$ cat src/rtl/port_queue.sv
// CPU port bridge: buffers CPU port writes in a small FIFO toward the device and
// serialises port reads behind any pending writes; a write to address 0 halts the machine.
module port_queue #(
  parameter int unsigned WORD_WIDTH = 16,
  parameter int unsigned DEPTH      = 4
) (
  input  logic                  clk,
  input  logic                  reset,
  input  logic [WORD_WIDTH-1:0] portaddr,
  input  logic [WORD_WIDTH-1:0] portval,
  input  logic                  portset,
  input  logic                  portget,
  output logic [WORD_WIDTH-1:0] portout,
  output logic                  port_busy,
  output logic                  rd_done,
  output logic                  dev_valid,
  input  logic                  dev_ready,
  output logic [WORD_WIDTH-1:0] dev_addr,
  output logic [WORD_WIDTH-1:0] dev_data,
  output logic                  dev_rd_req,
  output logic [WORD_WIDTH-1:0] dev_rd_addr,
  input  logic                  dev_rd_valid,
  input  logic [WORD_WIDTH-1:0] dev_rd_data,
  output logic                  halted,
  output logic                  overflow,
  output logic                  rd_err
);

  localparam int unsigned PW = (DEPTH > 1) ? $clog2(DEPTH) : 1;
  localparam int unsigned CW = PW + 1;

  typedef enum logic [1:0] {IDLE, DRAIN, REQ} rd_state_t;

  logic [WORD_WIDTH-1:0] mem_addr [DEPTH];
  logic [WORD_WIDTH-1:0] mem_data [DEPTH];
  logic [PW-1:0]         wr_ptr;
  logic [PW-1:0]         rd_ptr;
  logic [CW-1:0]         count;
  logic [CW-1:0]         count_next;
  logic                  full;
  logic                  empty;
  logic                  push;
  logic                  pop;
  rd_state_t             state;
  logic [WORD_WIDTH-1:0] rd_addr;

  assign full       = (count == CW'(DEPTH));
  assign empty      = (count == '0);
  assign push       = portset && !halted && !full;
  assign dev_valid  = !empty && !halted;
  assign pop        = dev_valid && dev_ready;
  assign count_next = count + CW'(push) - CW'(pop);

  assign dev_addr    = mem_addr[rd_ptr];
  assign dev_data    = mem_data[rd_ptr];
  assign dev_rd_req  = (state == REQ);
  assign dev_rd_addr = rd_addr;
  assign port_busy   = full || (state != IDLE);

  // Queue storage carries no reset; validity is tracked by count alone.
  always_ff @(posedge clk) begin
    if (push) begin
      mem_addr[wr_ptr] <= portaddr;
      mem_data[wr_ptr] <= portval;
    end
  end

  // Queue pointers, occupancy and sticky write-side flags.
  always_ff @(posedge clk) begin
    if (reset) begin
      wr_ptr   <= '0;
      rd_ptr   <= '0;
      count    <= '0;
      halted   <= 1'b0;
      overflow <= 1'b0;
    end else begin
      if (push) wr_ptr <= wr_ptr + PW'(1);
      if (pop)  rd_ptr <= rd_ptr + PW'(1);
      count <= count_next;
      if (portset && !halted && full) overflow <= 1'b1;
      if (pop && (mem_addr[rd_ptr] == '0)) halted <= 1'b1;
    end
  end

  // Read sequencer: a read waits until every earlier write has left the queue.
  always_ff @(posedge clk) begin
    if (reset) begin
      state   <= IDLE;
      rd_addr <= '0;
      portout <= '0;
      rd_done <= 1'b0;
      rd_err  <= 1'b0;
    end else begin
      rd_done <= 1'b0;
      case (state)
        IDLE: begin
          if (portget) begin
            rd_addr <= portaddr;
            state   <= (count_next != '0) ? DRAIN : REQ;
          end
        end
        DRAIN: begin
          if (portget) rd_err <= 1'b1;
          if (halted) begin
            state  <= IDLE;
            rd_err <= 1'b1;
          end else if (empty) begin
            state <= REQ;
          end
        end
        REQ: begin
          if (portget) rd_err <= 1'b1;
          if (dev_rd_valid) begin
            portout <= dev_rd_data;
            rd_done <= 1'b1;
            state   <= IDLE;
          end
        end
        default: state <= IDLE;
      endcase
    end
  end

endmodule

$ cat config.mk
export PLATFORM = sky130hd
export DESIGN_NAME = port_queue
export DESIGN_NICKNAME = d
export VERILOG_FILES = /design/src/rtl/port_queue.sv
export SDC_FILE = /design/constraint.sdc
export NUM_CORES = 1
export LEC_CHECK = 0
export BUFFER_PORTS_ARGS = -buffer_cell sky130_fd_sc_hd__buf_2
export CAP_MARGIN = 0
export CORE_MARGIN = 2
export CORE_UTILIZATION = 54
export DETAILED_ROUTE_END_ITERATION = 10
export HOLD_SLACK_MARGIN = 0.12
export MAX_ROUTING_LAYER = met4
export PLACE_DENSITY = 0.89
export SETUP_SLACK_MARGIN = 0.5
export SLEW_MARGIN = 15
export SYNTH_ARGS = -nofsm -noshare
export SYNTH_HDL_FRONTEND = slang
export SYNTH_SLANG_ARGS = --single-unit
$ cat constraint.sdc
create_clock -name clk -period 4.2 [get_ports clk]
set_input_delay 1.05 -clock clk [delete_from_list [all_inputs] [get_ports clk]]
set_output_delay 1.05 -clock clk [all_outputs]
set_load 0.05 [all_outputs]
==> flow_summary_export.csv <==
group,metric,value,unit
logic_synthesis,muxShareOfSynthArea,11.4,%
timing,fin_skew,10.0,ps
setup_path,critPathSlowestCell,"dfxtp_2",
pwr,peakVddDrop,0.500,mV
finish,design_area,0.00783,mm²
run_status,status,"finished clean",
logic_synthesis,ys.flop_type,"edfxtp_1",
logic_synthesis,synth_xor_area_share,0.749,%
setup_path,cp.depth,3,
worst_hold_path,hp-class,"reg -> reg",
logic_synthesis,ys_types,35,
global_route,grt_pass1_wl,19500,µm
logic_synthesis,ys_top_cells_by_area,"edfxtp_1, dfxtp_1, mux4_2",
setup_path,arrival,2210,ps
clocking,cts-hold-fix-buffers,0,
setup_path,required,3150,ps
routing,wire_per_inst,18.4,µm
die,fp.dieW,114,µm
finish,diodes,0,
routing,num_vias,3657,
setup_path,critPathLaunchType,"register",
global_route,antenna_found_initial,0,
logic_synthesis,synth_seq_area_share,73.4,%
logic_synthesis,yosys.area.top_type,"edfxtp_1",
logic_synthesis,postSynthAreaPerCell,16.5,µm²
worst_hold_path,hold_depth,2,
clocking,cts_resized,0,
clocking,post_cts_buffers,0,
timing,hold_viol_final,0,
clocking,htree_levels,4,
die,rows,40,
logic_synthesis,ys_ff_latch,175,
logic_synthesis,yosysMostFrequentCell,"edfxtp_1",
placed_design,placed_area,0.00727,mm²
die,io_pins,125,
clocking,cts_sinks,175,
finish,fill_cells,836,
logic_synthesis,synth_top_family_by_area,"multiplexers",
clocking,cts.path.max_buffers,2,
setup_path,max_stage_delay,720,ps
timing,rsz0062_at_grt,"false",
routing,drt-total-wl,12500,µm
routing,drt-initial-drc-count,303,
pwr,power_leakage,0.00288,µW
finish,drive_above_1_share,35.3,%
logic_synthesis,synth_compound_area_share,3.40,%
setup_path,worstSetupPathType,"reg -> out",
global_route,grt_pass1_vias,3813,
setup_path,worstPathCellList,"buf_12, mux4_2, buf_2",
die,die_y,114,µm
setup_path,crit_buf_inv,2,
global_route,track_usage,21.0,%
finish,final_util,65.7,%
timing,period_needed,3260,ps
timing,maxSlewHeadroom,40.3,%
global_route,grt_max_degree,48,
logic_synthesis,synth_warnings,0,
placed_design,gp_congestion,0.801,
timing,hold_ws,453,ps
timing,fin_tns_setup,0,ps
setup_path,cp_top_family,"flip-flops",
setup_path,critPathMaxFanout,17,
logic_synthesis,async_flop_share,0,%
routing,drt-pass1-iter-count,5,
logic_synthesis,synth_top_area_share,59.0,%
timing,tightestPinTransition,896,ps
setup_path,rr_worst_depth,5,
pwr,power.density,691,mW/mm²
timing,clock.fmax,307,MHz
clocking,cts_tree,"yes",
global_route,overflow,0,
logic_synthesis,synth-edff-count,128,
run,max_cap_viol_count,0,
logic_synthesis,synth.top_cells.by_count,"edfxtp_1, nand2_1, dfxtp_1, a21oi_1, mux4_2",
placed_design,io_buffers,124,
logic_synthesis,yosys.area_share.adder,2.03,%
clocking,cts_made_buffers,17,
finish,area_delta_synth_final,20.1,%
routing,via_per_inst,5.36,
setup_path,crit_path_end_kind,"output pin",
logic_synthesis,syn-num-nets,458,
clocking,clkTransAtPathRegs,60,ps
logic_synthesis,syn-cell-area,0.00652,mm²
die,start_util,54.7,%
timing,finalMaxSlewViolations,0,
clocking,clk_latency,410,ps
logic_synthesis,yosys.area_share.simple,6.95,%
die,die-area,0.0130,mm²
placed_design,dp_hpwl,8220,µm
timing,setup_viol,0,
finish,final_nets,586,
logic_synthesis,syn_inst,394,
timing,period_share,77.5,%
routing,antenna_left,0,
die,core_area,0.0119,mm²
clocking,root_buffer,"clkbuf_16",
routing,drc,0,
-- power breakdown --
part / internal [µW] / switching (µW) / total, µW / leakage [µW]
clock: 903 / 583 / 1490 / 0.000267
sequential: 2080 / 109 / 2190 / 0.00156
combinational: 535 / 1200 / 1740 / 0.00106
-- flip-flops by register name, indices dropped and copies added, names as in the netlist, named ones only --
signal / count
state: 2
mem_addr: 64
rd_err: 1
wr_ptr: 2
count: 3
halted: 1
portout: 16
overflow: 1
rd_ptr: 2
rd_done: 1
mem_data: 64
dev_rd_addr: 16
-- per-layer routing --
layer	part of all wire, %	vias to the layer above	GRT usage, %
li1	-	1726	-
met1	41	1810	26.0
met2	52	112	34.1
met3	6.0	9	5.37
met4	0.73	0	7.56
met5	0	-	-
-- area by class of cell --
class                   count  area [µm²]  share of cell area, %
inverters                  11        41.3                  0.527
flip-flops and latches    175        4790                   61.1
clock inverters             7        87.6                   1.12
multi-input cells         190        1600                   20.5
well taps                 147         184                   2.35
repair buffers            127         656                   8.37
clock buffers              25         475                   6.07
-- stage by stage --
stage | cells | power, µW | worst slack [ps]
6_report | 682 | 5410 | 943
5_1_grt | 682 | 5650 | 784
4_1_cts | 682 | 5470 | 842
3_5_place_dp | 650 | 3980 | 1080
3_3_place_gp | 650 | 3930 | 1110
2_1_floorplan | 394 | 3580 | 1070
-- worst paths after layout --
check	from	end	slack [ps]
max	register	dev_addr[7]	940
min	dev_rd_addr[15]	dev_rd_addr[15]	450
max reg2reg	register	halted	1560
min reg2reg	dev_rd_addr[15]	dev_rd_addr[15]	450
-- layout by cell type (no fill, tap or decap), types with 2 or more instances in the layout --
master and count:
edfxtp_1 128, buf_2 124, nand2_1 68, dfxtp_1 46, a21oi_1 35, mux4_2 32, clkbuf_16 17, inv_1 11
ha_1 9, nor2_1 8, clkbuf_1 6, nor2b_1 5, and2_2 4, and2_1 3, xnor2_1 3, nor3b_1 2
nand2b_1 2, nor4_1 2, nor3_1 2, mux2i_1 2, clkinv_1 2, clkinvlp_4 2, bufinv_16 2, clkbuf_8 2
buf_4 2
-- kinds of logic after synthesis --
| logic type | Yosys count |
|---|---|
| flip-flops | 175 |
| multiplexers | 34 |
| buffers and inverters | 29 |
| AO/OA/AOI/OAI | 40 |
| XOR/XNOR | 4 |
| AND/OR/NAND/NOR | 102 |
| adder cells (fa/ha/maj) | 10 |
-- worst reg2reg max path: stages (launching register included) --
cell and delay, ps:
dfxtp_2 720, buf_12 280, mux4_2 540, nor4_1 510, nand3_1 230, o32ai_2 280
No activity file was read; power rests on OpenSTA's default activity.
